### src/rtl/ysyx_25030093_wb_pkg.sv
// Shared constants for the writeback sequencer: FSM encoding and machine-mode CSR identifiers.
package ysyx_25030093_wb_pkg;
  localparam logic [2:0] S_IDLE      = 3'd0;
  localparam logic [2:0] S_LOAD_WAIT = 3'd1;
  localparam logic [2:0] S_GPR_WB    = 3'd2;
  localparam logic [2:0] S_CSR_WB    = 3'd3;
  localparam logic [2:0] S_EC_EPC    = 3'd4;
  localparam logic [2:0] S_EC_CAUSE  = 3'd5;

  localparam logic [11:0] CSR_MEPC      = 12'h341;
  localparam logic [11:0] CSR_MCAUSE    = 12'h342;
  localparam logic [31:0] CAUSE_ECALL_M = 32'd11;
endpackage

### src/rtl/ysyx_25030093_wb_timeout.sv
// Load-wait cycle counter: synchronous clear has priority over enable; tc flags LOAD_TIMEOUT-1.
module ysyx_25030093_wb_timeout #(
  parameter int LOAD_TIMEOUT = 64
) (
  input  logic clk,
  input  logic rst,
  input  logic clr,
  input  logic en,
  output logic tc
);
  localparam int CW = $clog2(LOAD_TIMEOUT);

  logic [CW-1:0] cnt_q, cnt_d;

  always_comb begin
    cnt_d = cnt_q;
    if (clr)     cnt_d = '0;
    else if (en) cnt_d = cnt_q + 1'b1;
  end

  always_ff @(posedge clk or posedge rst) begin
    if (rst) cnt_q <= '0;
    else     cnt_q <= cnt_d;
  end

  assign tc = (cnt_q == CW'(LOAD_TIMEOUT - 1));
endmodule

### src/rtl/ysyx_25030093_wb_ctrl.sv
// Writeback sequencer: latches one retiring instruction and serialises its GPR/CSR writes.
// Handshake: an instruction transfers on a cycle where in_valid && in_ready; in_ready is high only in IDLE.
module ysyx_25030093_wb_ctrl
  import ysyx_25030093_wb_pkg::*;
#(
  parameter int ADDR_WIDTH   = 5,
  parameter int DATA_WIDTH   = 32,
  parameter int LOAD_TIMEOUT = 64
) (
  input  logic                  clk,
  input  logic                  rst,
  input  logic                  in_valid,
  output logic                  in_ready,
  input  logic [ADDR_WIDTH-1:0] in_rd,
  input  logic [DATA_WIDTH-1:0] in_alu_res,
  input  logic                  in_is_load,
  input  logic                  in_csr_wen,
  input  logic [11:0]           in_csr_addr,
  input  logic [DATA_WIDTH-1:0] in_csr_wdata,
  input  logic                  in_ecall,
  input  logic [DATA_WIDTH-1:0] in_pc,
  input  logic                  lsu_rvalid,
  input  logic [DATA_WIDTH-1:0] lsu_rdata,
  output logic                  gpr_wen,
  output logic [ADDR_WIDTH-1:0] gpr_waddr,
  output logic [DATA_WIDTH-1:0] gpr_wdata,
  output logic                  csr_wen,
  output logic [11:0]           csr_waddr,
  output logic [DATA_WIDTH-1:0] csr_wdata,
  output logic                  commit_valid,
  output logic                  commit_fault,
  output logic                  load_fault,
  output logic [2:0]            dbg_state
);
  logic [2:0]            state_q, state_d;
  logic [ADDR_WIDTH-1:0] rd_q, rd_d;
  logic [DATA_WIDTH-1:0] gpr_data_q, gpr_data_d;
  logic                  csr_wen_q, csr_wen_d;
  logic [11:0]           csr_addr_q, csr_addr_d;
  logic [DATA_WIDTH-1:0] csr_data_q, csr_data_d;
  logic [DATA_WIDTH-1:0] pc_q, pc_d;
  logic                  fault_q, fault_d;
  logic                  load_fault_q, load_fault_d;
  logic                  accept, cnt_en, tc;

  assign accept = (state_q == S_IDLE) && in_valid;
  // Counting starts on the accept edge so the fault commit lands LOAD_TIMEOUT cycles after accept.
  assign cnt_en = (accept && !in_ecall && in_is_load) || (state_q == S_LOAD_WAIT);

  ysyx_25030093_wb_timeout #(.LOAD_TIMEOUT(LOAD_TIMEOUT)) u_timeout (
    .clk (clk),
    .rst (rst),
    .clr (!cnt_en),
    .en  (cnt_en),
    .tc  (tc)
  );

  always_comb begin
    state_d      = state_q;
    rd_d         = rd_q;
    gpr_data_d   = gpr_data_q;
    csr_wen_d    = csr_wen_q;
    csr_addr_d   = csr_addr_q;
    csr_data_d   = csr_data_q;
    pc_d         = pc_q;
    fault_d      = 1'b0;
    load_fault_d = load_fault_q;
    case (state_q)
      S_IDLE: begin
        if (accept) begin
          rd_d       = in_rd;
          gpr_data_d = in_alu_res;
          csr_wen_d  = in_csr_wen;
          csr_addr_d = in_csr_addr;
          csr_data_d = in_csr_wdata;
          pc_d       = in_pc;
          if (in_ecall)        state_d = S_EC_EPC;
          else if (in_is_load) state_d = S_LOAD_WAIT;
          else                 state_d = S_GPR_WB;
        end
      end
      S_LOAD_WAIT: begin
        if (lsu_rvalid) begin
          gpr_data_d = lsu_rdata;
          state_d    = S_GPR_WB;
        end else if (tc) begin
          fault_d      = 1'b1;
          load_fault_d = 1'b1;
          state_d      = S_IDLE;
        end
      end
      S_GPR_WB:   state_d = csr_wen_q ? S_CSR_WB : S_IDLE;
      S_CSR_WB:   state_d = S_IDLE;
      S_EC_EPC:   state_d = S_EC_CAUSE;
      S_EC_CAUSE: state_d = S_IDLE;
      default:    state_d = S_IDLE;
    endcase
  end

  always_ff @(posedge clk or posedge rst) begin
    if (rst) begin
      state_q      <= S_IDLE;
      rd_q         <= '0;
      gpr_data_q   <= '0;
      csr_wen_q    <= 1'b0;
      csr_addr_q   <= '0;
      csr_data_q   <= '0;
      pc_q         <= '0;
      fault_q      <= 1'b0;
      load_fault_q <= 1'b0;
    end else begin
      state_q      <= state_d;
      rd_q         <= rd_d;
      gpr_data_q   <= gpr_data_d;
      csr_wen_q    <= csr_wen_d;
      csr_addr_q   <= csr_addr_d;
      csr_data_q   <= csr_data_d;
      pc_q         <= pc_d;
      fault_q      <= fault_d;
      load_fault_q <= load_fault_d;
    end
  end

  assign in_ready  = (state_q == S_IDLE);
  assign gpr_wen   = (state_q == S_GPR_WB) && (rd_q != '0);
  assign gpr_waddr = rd_q;
  assign gpr_wdata = gpr_data_q;
  assign csr_wen   = (state_q == S_CSR_WB) || (state_q == S_EC_EPC) || (state_q == S_EC_CAUSE);

  always_comb begin
    csr_waddr = csr_addr_q;
    csr_wdata = csr_data_q;
    if (state_q == S_EC_EPC) begin
      csr_waddr = CSR_MEPC;
      csr_wdata = pc_q;
    end else if (state_q == S_EC_CAUSE) begin
      csr_waddr = CSR_MCAUSE;
      csr_wdata = DATA_WIDTH'(CAUSE_ECALL_M);
    end
  end

  // A timed-out load commits from IDLE via the registered fault flag.
  assign commit_valid = ((state_q == S_GPR_WB) && !csr_wen_q) || (state_q == S_CSR_WB) ||
                        (state_q == S_EC_CAUSE) || fault_q;
  assign commit_fault = fault_q;
  assign load_fault   = load_fault_q;
  assign dbg_state    = state_q;
endmodule

### config.mk
export PLATFORM = sky130hd
export DESIGN_NAME = ysyx_25030093_wb_ctrl
export DESIGN_NICKNAME = d
export VERILOG_FILES = /design/src/rtl/ysyx_25030093_wb_pkg.sv /design/src/rtl/ysyx_25030093_wb_timeout.sv /design/src/rtl/ysyx_25030093_wb_ctrl.sv
export SDC_FILE = /design/constraint.sdc
export NUM_CORES = 1
export LEC_CHECK = 0
export ABC_CLOCK_PERIOD_IN_PS = 3860
export BUFFER_PORTS_ARGS = -buffer_cell sky130_fd_sc_hd__buf_2
export CORE_MARGIN = 5
export CORE_UTILIZATION = 44
export DETAILED_ROUTE_END_ITERATION = 6
export PLACE_DENSITY = 0.88
export REMOVE_ABC_BUFFERS = 1
export SLEW_MARGIN = 20
export SYNTH_ARGS = -nofsm -noshare
export SYNTH_HDL_FRONTEND = slang
export SYNTH_SLANG_ARGS = --single-unit
### constraint.sdc
create_clock -name clk -period 3.86 [get_ports clk]
set_input_delay 0.772 -clock clk [delete_from_list [all_inputs] [get_ports clk]]
set_output_delay 0.772 -clock clk [all_outputs]
set_load 0.01 [all_outputs]
* Word level (Yosys, flattened, before mapping) *
Cells that the tools add are included.

word-level totals
  register bits = 125
  input port bits = 152
  output and inout port bits = 90
  logic and storage cells = 59

cells by class
  $add $sub $neg = 1
  eq/ne operators = 9
  mux-type cells = 18
  bitwise gates (word level) = 1
  reduce and logical (&&, ||, !) cells = 20

operator list
  operator                                                               count
  32-bit two-way mux                                                     4
  32-bit case mux with 2 select lines                                    1
  12-bit two-way mux                                                     2
  3-bit two-way mux                                                      4
  3-bit case mux with 4 select lines                                     1
  6-bit by 1-bit adder with 6-bit output, second input constant          1
  3-bit by 2-bit equality test with 1-bit output, second input constant  2
  3-bit equality test, second input constant                             2
  6-bit equality test, second input constant                             1
  1-bit logical OR                                                       6
  6-bit two-way mux                                                      1
  3-bit AND reduction                                                    2
  1-bit logical AND                                                      5
  5-bit nonzero test                                                     1
  2-bit two-way mux                                                      2
  2-bit AND reduction                                                    2
  3-bit by 1-bit equality test with 1-bit output, second input constant  1
  3-bit logical NOT                                                      1
  1-bit two-way mux                                                      3
  3-bit != test, second input constant                                   1
  1-bit logical NOT                                                      2
  2-bit by 1-bit != test with 1-bit output, second input constant        1
  2-bit != test, second input constant                                   1
  2-bit nonzero test                                                     1
  1-bit inverter                                                         1

* Longest topological paths before layout *
Gate-level depths: netlist (run 1).

  depth after elaboration = 6
  gate-level depth with buffers = 6
  mapped depth without buffers = 4

* Cells and area by module *
Synthesis (run 1) repeated with hierarchy kept, for this count alone.

unflattened totals
  cells, all modules = 476
  area, all modules = 5935.7 µm²

by module, submodules not included
  module                    instances  cells an instance  area an instance (µm²)
  ysyx_25030093_wb_ctrl     1          449                5654.2
  ysyx_25030093_wb_timeout  1          27                 281.5

* Worst setup path after synthesis (run 1) *
No wires, ideal clock.

  path kind = register to output
  start point = register state_q[0] (netlist: dbg_state[0])
  end point = output port gpr_wen
  arrival = 1450 ps
  slack = 1638 ps
  cell stages (with the launch flop) = 5
  path buffers = 3
  cell sequence = dfrtp_1 > buf_2 > buf_2 > buf_2 > nor4b_1

on the way
  word-level cells in the longest chain between the ends = 2

ends and longest elaborated chain
  item                                            line                          text
  from (decl)                                     ysyx_25030093_wb_ctrl.sv:35   logic [2:0] state_q, state_d;
  from (signal assigned)                          ysyx_25030093_wb_ctrl.sv:112  state_q <= state_d;
  3-bit by 2-bit equality test with 1-bit output  ysyx_25030093_wb_ctrl.sv:125  assign gpr_wen = (state_q == S_GPR_WB) && (rd_q != '0);
  1-bit logical AND                               ysyx_25030093_wb_ctrl.sv:125
  to (decl)                                       ysyx_25030093_wb_ctrl.sv:24   output logic gpr_wen,

No other way between the ends.

* Worst setup path in the final report (run 1) *
  start point = register state_q[2] (netlist: dbg_state[2])
  end point = output port csr_wdata[0]

on the way
  word-level cells in the longest chain between the ends = 3
  elaborated cells between the ends (all ways) = 4
  those cells by class = eq/ne: 2; mux: 2

ends and longest elaborated chain
  item                    line                          text
  3-bit equality test     ysyx_25030093_wb_ctrl.sv:136  end else if (state_q == S_EC_CAUSE) begin
  32-bit two-way mux      ysyx_25030093_wb_ctrl.sv:136
  32-bit two-way mux (*)  ysyx_25030093_wb_ctrl.sv:133  if (state_q == S_EC_EPC) begin
  to (decl)               ysyx_25030093_wb_ctrl.sv:29   output logic [DATA_WIDTH-1:0] csr_wdata,

Every way passes the cells marked *; elsewhere a longest branch is shown, timed or not.

==> out/qor.tcl, run 1 <==
set qor(outcome) {finished clean}
set qor(crit_path_max_incr_delay_ns) 0.67
set qor(synthesis.area_um2) 6020
set qor(fraction_of_final_layout_cells_sized_beyond_drive_strength_1_pct) 66.0
set qor(yosys.area.top_type_share_pct) 52.0
set qor(gr-total-overflow) 0
set qor(vdd.ir_drop.worst_mv) 0.440
set qor(wl_per_cell_um) 17.2
set qor(post-synth-top-area-cell) {sky130_fd_sc_hd__dfrtp_1}
set qor(crit_path_top_delay_cell) {sky130_fd_sc_hd__dfrtp_1}
set qor(globalRouteMet1Util_pct) 21.5
set qor(final_min_period_over_clock_period_pct) 77.7
set qor(drt_wl_total_um) 14300
set qor(ioPinCount) 242
set qor(global_route.usage.met2_pct) 30.2
set qor(kind_of_critical_path) {register to output pin}
set qor(dieHeight_um) 127
set qor(critical_path_buf_inv_count) 1
set qor(cts_buffers) 17
set qor(max_freq_mhz) 333
set qor(cts.sinks) 125
set qor(ys_top_cells_by_area) {sky130_fd_sc_hd__dfrtp_1 (52%), sky130_fd_sc_hd__mux2_4 (20%), sky130_fd_sc_hd__mux2_2 (12%), sky130_fd_sc_hd__a22o_1 (4.2%), sky130_fd_sc_hd__buf_12 (2.7%)}
set qor(grt_pass1_vias) 4556
set qor(yosysUniqueCellTypes) 39
set qor(yosysWarnings) 0
set qor(global_route_wire_length_before_repair_um) 23300
set qor(worst_ep_required_time_ns) 3.09
set qor(grt_most_used_layer) {met2}
set qor(clock_tree.buffer_depth) 2
set qor(hold_path_class) {register to register}
set qor(critical_path_peak_fanout) 12
set qor(seq_area_frac_synth_pct) 52.0
set qor(drt-pass1-iter-count) 4
set qor(ys_ff_latch) 125
set qor(place_congestion) 0.861
set qor(final_critical_path_setup_slack_ns) 0.859
set qor(dominantRegCellSynth) {sky130_fd_sc_hd__dfrtp_1}
set qor(route.vias.total) 4160
set qor(hold_bufs_inserted_after_cts) 0
set qor(post_cts_resized) 0
set qor(cts.clk_slew.worst_paths_ns) 0.05
set qor(synth_area_per_cell_um2) 15.1
set qor(placementRows) 42
set qor(grt_start_max_net_pins) 72
set qor(grt_setup_unrepaired) {false}
set qor(final_nets) 792
set qor(fin_setup_tns_ns) 0
set qor(htreeDepth) 4
set qor(synth-edff-count) 0
set qor(chip_width_um) 127
set qor(maxCapViolations) 0
set qor(slew_viol_final) 0
set qor(fp.dieArea_um2) 16100
set qor(antenna_left) 0
set qor(clock_tree.root_cell) {sky130_fd_sc_hd__clkbuf_16}
set qor(setup_viol) 0
set qor(cp_data_arrival_time_ns) 2.23
set qor(critPathTopFamily) {simple AND/OR/NAND/NOR gates}
set qor(dp_worst_setup_slack_ns) 1.26
set qor(area_growth_syn_to_layout_pct) 31.6
set qor(groute.layer.met3.usage_pct) 5.80
set qor(worstSetupStartpointType) {register}
set qor(antenna_found_initial) 2
set qor(async_reset_ff_share_pct) 100
set qor(cts_tree) {done}
set qor(crit_chain) {nor2b_1, nand2b_1, o22a_1, buf_2}
set qor(clock_insertion_delay_at_the_later_pin_of_the_skew_report_ns) 0.41
set qor(dp_hpwl_um) 10600
set qor(start_util_pct) 45.1
set qor(design.core.area_um2) 13300
set qor(slew_headroom_pct) 41.0
set qor(timing.final.hold_violations) 0
set qor(route.detailed.vias_per_inst) 5.02
set qor(fin_skew_ns) 0.00939
set qor(cts.repair_timing.setup_buffer_count) 0
set qor(p_per_area_nw_per_um2) 918
set qor(critPathCaptureType) {output pin}
set qor(finalWorstPathRequiredPeriod_ns) 3.00
set qor(drt_iter0_markers) 156
set qor(post_synth_inst_count) 399
set qor(drc) 0
set qor(port_buffers) 241
set qor(static-leakage-power_nw) 3.91
set qor(timing_worst_slew_pin_value_ns) 0.885
set qor(grtUsageTotal_pct) 18.2
-- metrics by stage --
stage / power, mW / instance area, um2 / hold WS (ns) / utilization [%] / instances
detailed placement: 5.67 / 7310 / 0.454 / 54.8 / 796
finish: 7.27 / 7920 / 0.467 / 59.3 / 828
floorplan: 4.57 / 5780 / 0.455 / - / 372
global placement: 5.55 / 7310 / 0.459 / 54.7 / 796
CTS: 7.36 / 7920 / 0.476 / 59.3 / 826
global route: 7.72 / 7920 / 0.500 / 59.3 / 828
-- layout by cell type, fill, tap and decap left out, drive strengths merged, types with 5 or more instances in the layout --
cell and n:
a22o 29, nand2b 5, and2 7, clkbuf 22, nor2 10, mux2 146, nand2 8, dfrtp 125
a21oi 5, buf 248
-- per-layer routing --
metal / up-vias / wire length (um)
li1: 1921 / -
met1: 2017 / 5640
met2: 196 / 7150
met3: 26 / 1150
met4: 0 / 328
met5: - / 0
-- cell families (layout without fill, tap and decap cells) --
family	after synthesis	after routing	synth area share, %
XOR/XNOR	3	3	0.436
AO/OA/AOI/OAI	43	43	5.67
multiplexers	147	147	32.5
adder cells (fa/ha/maj)	1	1	0.208
buffers and inverters	30	281	4.26
other	0	2	0
flip-flops	125	125	52.0
AND/OR/NAND/NOR	50	50	5.01
-- cell type report --
type / instances / area [um2]
Clock inverter: 8 / 140
Clock buffer: 22 / 464
Fill cell: 1035 / 5430
Tap cell: 176 / 220
Inverter: 3 / 13.8
Antenna cell: 2 / 5.00
Sequential cell: 125 / 3130
Timing Repair Buffer: 248 / 1300
Multi-Input combinational cell: 244 / 2650
-- state kept, by name (all words and copies together), names as in the netlist --
| name | cells |
|---|---|
| csr_data_q | 32 |
| gpr_wdata | 32 |
| pc_q | 32 |
| csr_addr_q | 12 |
| u_timeout.cnt_q | 6 |
| gpr_waddr | 5 |
| dbg_state | 3 |
| commit_fault | 1 |
| csr_wen_q | 1 |
| load_fault | 1 |
-- worst register-to-register path, cell delays in order, from the launching register on --
cell,delay (ns)
sky130_fd_sc_hd__dfrtp_2,0.43
sky130_fd_sc_hd__buf_4,0.31
sky130_fd_sc_hd__or3b_4,0.51
sky130_fd_sc_hd__nor2_8,0.50
sky130_fd_sc_hd__buf_12,0.31
sky130_fd_sc_hd__mux2_2,0.37
-- synthesized netlist by cell type, types with 3 or more instances --
cell / n
sky130_fd_sc_hd__dfrtp_1: 125
sky130_fd_sc_hd__mux2_4: 80
sky130_fd_sc_hd__mux2_2: 64
sky130_fd_sc_hd__a22o_1: 29
sky130_fd_sc_hd__buf_2: 11
sky130_fd_sc_hd__nor2_1: 9
sky130_fd_sc_hd__buf_12: 8
sky130_fd_sc_hd__nand2_1: 8
sky130_fd_sc_hd__and2_1: 7
sky130_fd_sc_hd__clkbuf_1: 7
sky130_fd_sc_hd__a21oi_1: 5
sky130_fd_sc_hd__nand2b_1: 5
sky130_fd_sc_hd__inv_1: 3
sky130_fd_sc_hd__nand3_1: 3
sky130_fd_sc_hd__nor3_1: 3
sky130_fd_sc_hd__o22a_1: 3
-- path summary, 6_finish.rpt --
path | startpoint | endpoint | cells past startpoint | slack (ns)
hold reg to reg | load_fault | load_fault | 1 | 0.47
setup / recovery | dbg_state[2] | csr_wdata[0] | 4 | 0.86
setup reg to reg | dbg_state[0] | pc_q[5] | 5 | 1.33
min in group asynchronous | rst | gpr_wdata[20] | 2 | 0.54
hold / removal | load_fault | load_fault | 1 | 0.47
max in group asynchronous | rst | csr_addr_q[8] | 3 | 2.49
-- power by group --
group / internal (mW) / switching, mW
clock network: 1.10 / 0.528
logic: 1.87 / 1.38
registers: 1.97 / 0.421
No activity file was read; power rests on OpenSTA's default activity.
==> run 2, diff against run 1 <==
--- a/config.mk
+++ b/config.mk
@@ -5,7 +5,7 @@
 export SDC_FILE = /design/constraint.sdc
 export NUM_CORES = 1
 export LEC_CHECK = 0
-export ABC_CLOCK_PERIOD_IN_PS = 3860
+export ABC_CLOCK_PERIOD_IN_PS = 2460
 export BUFFER_PORTS_ARGS = -buffer_cell sky130_fd_sc_hd__buf_2
 export CORE_MARGIN = 5
 export CORE_UTILIZATION = 44
==> constraint.sdc (replaced) <==
create_clock -name clk -period 2.46 [get_ports clk]
set_input_delay 0.492 -clock clk [delete_from_list [all_inputs] [get_ports clk]]
set_output_delay 0.492 -clock clk [all_outputs]
set_load 0.01 [all_outputs]
==> out/qor.tcl, run 2 (synthesis gave the netlist of run 1 again) <==
set qor(outcome) {finished clean}
set qor(global_route_wire_length_before_repair_um) 23700
set qor(max_freq_mhz) 422
set qor(wl_per_cell_um) 17.6
set qor(antenna_left) 0
set qor(hold_path_class) {input pin to asynchronous set/reset pin}
set qor(grtUsageTotal_pct) 18.5
set qor(postLayoutCellArea_um2) 8010
set qor(critical_path_peak_fanout) 29
set qor(clock_tree.buffer_depth) 2
set qor(p_per_area_nw_per_um2) 1440
set qor(timing.final.hold_violations) 0
set qor(post-layout-total-power_mw) 11.5
set qor(post_cts_resized) 3
set qor(vdd.ir_drop.worst_mv) 0.786
set qor(cts.repair_timing.setup_buffer_count) 0
set qor(crit_path_top_delay_cell) {sky130_fd_sc_hd__dfrtp_2}
set qor(htreeDepth) 4
set qor(fraction_of_final_layout_cells_sized_beyond_drive_strength_1_pct) 66.7
set qor(route.detailed.vias_per_inst) 5.09
set qor(kind_of_critical_path) {register to output pin}
set qor(final_nets) 799
set qor(cts.sinks) 125
set qor(clock_insertion_delay_at_the_later_pin_of_the_skew_report_ns) 0.41
set qor(cts_buffers) 17
set qor(antenna_found_initial) 1
set qor(setup_viol) 0
set qor(holdWs_ns) 0.168
set qor(critPathCaptureType) {output pin}
set qor(critPathTopFamily) {flip-flops}
set qor(fill_cells) 1035
set qor(area.sequential_um2) 3130
set qor(grt_start_max_net_pins) 65
set qor(place_congestion) 0.868
set qor(timing_worst_slew_pin_value_ns) 0.444
set qor(fin_setup_tns_ns) 0
set qor(cp_data_arrival_time_ns) 1.87
set qor(critical_path_buf_inv_count) 2
set qor(drt_iter0_markers) 128
set qor(dp_worst_setup_slack_ns) 0.389
set qor(fp.dieArea_um2) 16100
set qor(cts.clk_slew.worst_paths_ns) 0.05
set qor(drt-pass1-iter-count) 4
set qor(slew_headroom_pct) 70.4
set qor(ioPinCount) 242
set qor(maxCapViolations) 0
set qor(most-common-layout-cells) {sky130_fd_sc_hd__buf_2 (241), sky130_fd_sc_hd__dfrtp_1 (123), sky130_fd_sc_hd__mux2_4 (80)}
set qor(worstSetupStartpointType) {register}
set qor(slew_viol_final) 0
set qor(drt_wl_total_um) 14700
set qor(clock_tree.root_cell) {sky130_fd_sc_hd__clkbuf_16}
set qor(port_buffers) 241
set qor(start_util_pct) 45.1
set qor(gr-total-overflow) 0
set qor(cts_tree) {done}
set qor(final_critical_path_setup_slack_ns) 0.0931
set qor(final_min_period_over_clock_period_pct) 96.2
set qor(grt_pass1_vias) 4659
set qor(design.core.area_um2) 13300
set qor(dieHeight_um) 127
set qor(placementRows) 42
set qor(multiInputGateArea_um2) 2660
set qor(area_growth_syn_to_layout_pct) 33.0
set qor(grt_setup_unrepaired) {false}
set qor(finalWorstPathRequiredPeriod_ns) 2.37
set qor(crit_path_max_incr_delay_ns) 0.50
set qor(route.vias.total) 4250
set qor(drc) 0
set qor(crit_chain) {nand2b_2, nor2_2, buf_8, a22o_1, buf_2}
set qor(worst_ep_required_time_ns) 1.97
set qor(fin_skew_ns) 0.00848
set qor(mostFrequentLayoutCell) {sky130_fd_sc_hd__buf_2}
set qor(dpl-instance-area_um2) 7380
set qor(hold_bufs_inserted_after_cts) 0
set qor(chip_width_um) 127
set qor(static-leakage-power_nw) 3.96
set qor(dp_hpwl_um) 11000
==> run 2: cell count changes in the layout (fill, tap and decap cells not counted), sizes merged <==
cell	before	now
diode	2	1
bufinv	4	3
clkbuf	22	24
buf	248	255
==> run 2: layout make-up <==
cell class / count / share of cell area [%]
inverter: 3 / 0.172
sequential: 125 / 39.1
multi-input combinational: 244 / 33.2
antenna: 1 / 0.0313
clock buffer: 24 / 6.14
tap: 176 / 2.75
timing repair buffer: 255 / 17.3
clock inverter: 7 / 1.38
==> run 2: worst reg2reg max path: stages, from the launching register on <==
cell and delay, ns:
sky130_fd_sc_hd__dfrtp_2 0.50, sky130_fd_sc_hd__or3b_4 0.48, sky130_fd_sc_hd__nor2_8 0.28, sky130_fd_sc_hd__buf_4 0.29, sky130_fd_sc_hd__mux2_4 0.33
==> run 2: per-stage QoR <==
step / util, % / cells
after floorplan: - / 372
after global placement: 55.3 / 803
after detailed placement: 55.3 / 803
after CTS: 59.9 / 834
after global routing: 60.0 / 835
final: 60.0 / 835
==> run 2: final timing paths <==
check	start	end	slack (ns)	depth (start not counted)
setup / recovery	dbg_state[1]	csr_wdata[27]	0.09	5
hold / removal	rst	csr_data_q[16]	0.17	3
setup reg to reg	dbg_state[0]	csr_data_q[0]	0.46	4
hold reg to reg	load_fault	load_fault	0.47	1
max in group asynchronous	rst	csr_data_q[4]	2.01	3
min in group clk	in_pc[18]	pc_q[18]	0.31	2
==> run 2: per-layer routing <==
layer	global-route usage, %	vias up	part of all wire [%]
met4	8.01	0	2.3
li1	-	1936	-
met5	0	-	0
met3	5.38	26	8.7
met1	21.8	2073	39
met2	31.5	215	50
==> run 2: power breakdown <==
| part | switching [mW] | internal [mW] | total, mW |
|---|---|---|---|
| Sequential | 0.679 | 3.08 | 3.76 |
| Combinational | 2.22 | 3.02 | 5.25 |
| Clock | 0.843 | 1.69 | 2.53 |
| Total | 3.75 | 7.80 | 11.5 |
==> run 3, diff against run 2 <==
--- a/config.mk
+++ b/config.mk
@@ -5,12 +5,12 @@
 export SDC_FILE = /design/constraint.sdc
 export NUM_CORES = 1
 export LEC_CHECK = 0
-export ABC_CLOCK_PERIOD_IN_PS = 2460
+export ABC_CLOCK_PERIOD_IN_PS = 3000
 export BUFFER_PORTS_ARGS = -buffer_cell sky130_fd_sc_hd__buf_2
 export CORE_MARGIN = 5
-export CORE_UTILIZATION = 44
+export CORE_UTILIZATION = 53
 export DETAILED_ROUTE_END_ITERATION = 6
-export PLACE_DENSITY = 0.88
+export PLACE_DENSITY = 0.95
 export REMOVE_ABC_BUFFERS = 1
 export SLEW_MARGIN = 20
 export SYNTH_ARGS = -nofsm -noshare
==> constraint.sdc (replaced) <==
create_clock -name clk -period 3 [get_ports clk]
set_input_delay 0.6 -clock clk [delete_from_list [all_inputs] [get_ports clk]]
set_output_delay 0.6 -clock clk [all_outputs]
set_load 0.005 [all_outputs]
==> out/qor.tcl, run 3 (synthesis gave the netlist of run 1 again) <==
set qor(outcome) {finished clean}
set qor(static-leakage-power_nw) 3.93
set qor(grtUsageTotal_pct) 22.9
set qor(pwr-share-clk_pct) 21.8
set qor(worstSetupStartpointType) {register}
set qor(crit_start) {dbg_state[1]}
set qor(holdWs_ns) 0.308
set qor(clock_tree.buffer_depth) 2
set qor(start_util_pct) 53.4
set qor(chip_width_um) 117
set qor(crit_path_max_incr_delay_ns) 0.39
set qor(grt_pass1_vias) 4597
set qor(slew_headroom_pct) 55.5
set qor(most-common-layout-cells) {sky130_fd_sc_hd__buf_2 (241), sky130_fd_sc_hd__dfrtp_1 (124), sky130_fd_sc_hd__mux2_4 (80)}
set qor(drt_wl_total_um) 15500
set qor(share_of_power_burned_in_combinational_logic_pct) 44.4
set qor(post_cts_resized) 0
set qor(p_int_mw) 6.25
set qor(vdd.ir_drop.worst_mv) 0.765
set qor(crit-reg2reg-launch) {dbg_state[0]}
set qor(cts.repair_timing.setup_buffer_count) 0
set qor(cts_tree) {done}
set qor(worst_ep_required_time_ns) 2.40
set qor(final_nets) 800
set qor(fin_setup_tns_ns) 0
set qor(crit_chain) {nand2b_1, nor2_2, buf_4, a22o_1, buf_2}
set qor(gr-total-overflow) 0
set qor(fp.dieArea_um2) 13600
set qor(mostFrequentLayoutCell) {sky130_fd_sc_hd__buf_2}
set qor(cts.sinks) 125
set qor(power.share.sequential_pct) 33.8
set qor(clock_insertion_delay_at_the_later_pin_of_the_skew_report_ns) 0.41
set qor(timing_worst_slew_pin_value_ns) 0.667
set qor(crit_path_top_delay_cell) {sky130_fd_sc_hd__nand2b_1}
set qor(final_min_period_over_clock_period_pct) 89.2
set qor(fraction_of_final_layout_cells_sized_beyond_drive_strength_1_pct) 66.2
set qor(critPathCaptureType) {output pin}
set qor(cts_buffers) 17
set qor(wl_per_cell_um) 19.3
set qor(ioPinCount) 242
set qor(port_buffers) 241
set qor(slew_viol_final) 0
set qor(cp_data_arrival_time_ns) 2.08
set qor(power.switching_fraction_pct) 31.5
set qor(grt_start_max_net_pins) 57
set qor(global_route_wire_length_before_repair_um) 23700
set qor(area_growth_syn_to_layout_pct) 31.1
set qor(drt_iter0_markers) 141
set qor(route.detailed.vias_per_inst) 5.26
set qor(route.vias.total) 4221
set qor(timing.final.hold_violations) 0
set qor(hold_path_class) {input pin to asynchronous set/reset pin}
set qor(cts.clk_slew.worst_paths_ns) 0.06
set qor(hold_bufs_inserted_after_cts) 0
set qor(antenna_found_initial) 1
set qor(clock_tree.root_cell) {sky130_fd_sc_hd__clkbuf_16}
set qor(fin_skew_ns) 0.00895
set qor(p_per_area_nw_per_um2) 1160
set qor(drc) 0
set qor(htreeDepth) 4
set qor(critPathTopFamily) {simple AND/OR/NAND/NOR gates}
set qor(dp_hpwl_um) 11300
set qor(place_congestion) 0.841
set qor(dieHeight_um) 117
set qor(antenna_left) 0
set qor(maxCapViolations) 0
set qor(critical_path_peak_fanout) 29
set qor(kind_of_critical_path) {register to output pin}
set qor(critical_path_buf_inv_count) 2
set qor(placementRows) 39
set qor(fill_cells) 742
set qor(total_switching_power_mw) 2.87
set qor(finalWorstPathRequiredPeriod_ns) 2.68
set qor(max_freq_mhz) 374
set qor(register_to_register_setup_slack_ns) 0.80
set qor(grt_setup_unrepaired) {false}
set qor(drt-pass1-iter-count) 4
set qor(design.core.area_um2) 11300
set qor(setup_viol) 0
run 3: cell count changes in the layout (fill, tap and decap cells not counted), sizes merged:
cell      previous run  this run
clkinvlp             0         1
buf                255       256
bufinv               3         2
run 3: final cells by class:
cell class / count / area (um2) / share of cell area, %
flip-flops and latches: 125 / 3130 / 39.6
diodes: 1 / 2.50 / 0.0317
clock inverters: 7 / 87.6 / 1.11
well taps: 143 / 179 / 2.27
inverters: 3 / 13.8 / 0.174
clock buffers: 24 / 482 / 6.10
repair buffers: 256 / 1360 / 17.2
multi-input cells: 244 / 2650 / 33.5
run 3: worst paths after layout:
| kind | to | cells past startpoint |
|---|---|---|
| setup / recovery | csr_wdata[30] | 5 |
| hold / removal | gpr_wdata[28] | 2 |
| setup reg to reg | pc_q[5] | 4 |
| hold reg to reg | load_fault | 1 |
| max in group asynchronous | dbg_state[0] | 3 |
| min in group clk | pc_q[9] | 2 |
run 3: power groups by stage:
stage | clock network (mW) | registers, mW | logic (mW)
after floorplan | 0 | 3.01 | 2.58
after detailed placement | 0 | 3.06 | 4.06
after global routing | 2.10 | 3.18 | 4.36
final | 1.99 | 3.08 | 4.05
after global placement | 0 | 3.02 | 3.90
after CTS | 2.02 | 3.08 | 4.10
run 3: worst register-to-register path, cell delays in order, from the launching register on:
cell and delay (ns):
sky130_fd_sc_hd__dfrtp_2 0.53, sky130_fd_sc_hd__or3b_4 0.48, sky130_fd_sc_hd__nor2_8 0.37, sky130_fd_sc_hd__buf_12 0.31
sky130_fd_sc_hd__mux2_2 0.39
run 3: per-layer routing:
layer / global-route usage, % / routed length, um / up-vias
met5: 0 / 0 / -
met4: 9.25 / 259 / 0
met3: 6.58 / 1610 / 23
met2: 39.1 / 7760 / 214
met1: 27.2 / 5890 / 2046
li1: - / - / 1938
run 3: stage by stage:
stage                     cell area (um2)  instances  util (%)  power [mW]  worst slack, ns
final                                7900        803      70.0        9.12            0.325
after global routing                 7900        803      70.0        9.64            0.234
after CTS                            7890        802      70.0        9.20            0.330
after detailed placement             7320        771      65.0        7.13            0.675
after global placement               7320        771      65.0        6.92            0.707
after floorplan                      5780        372         -        5.59           -0.928
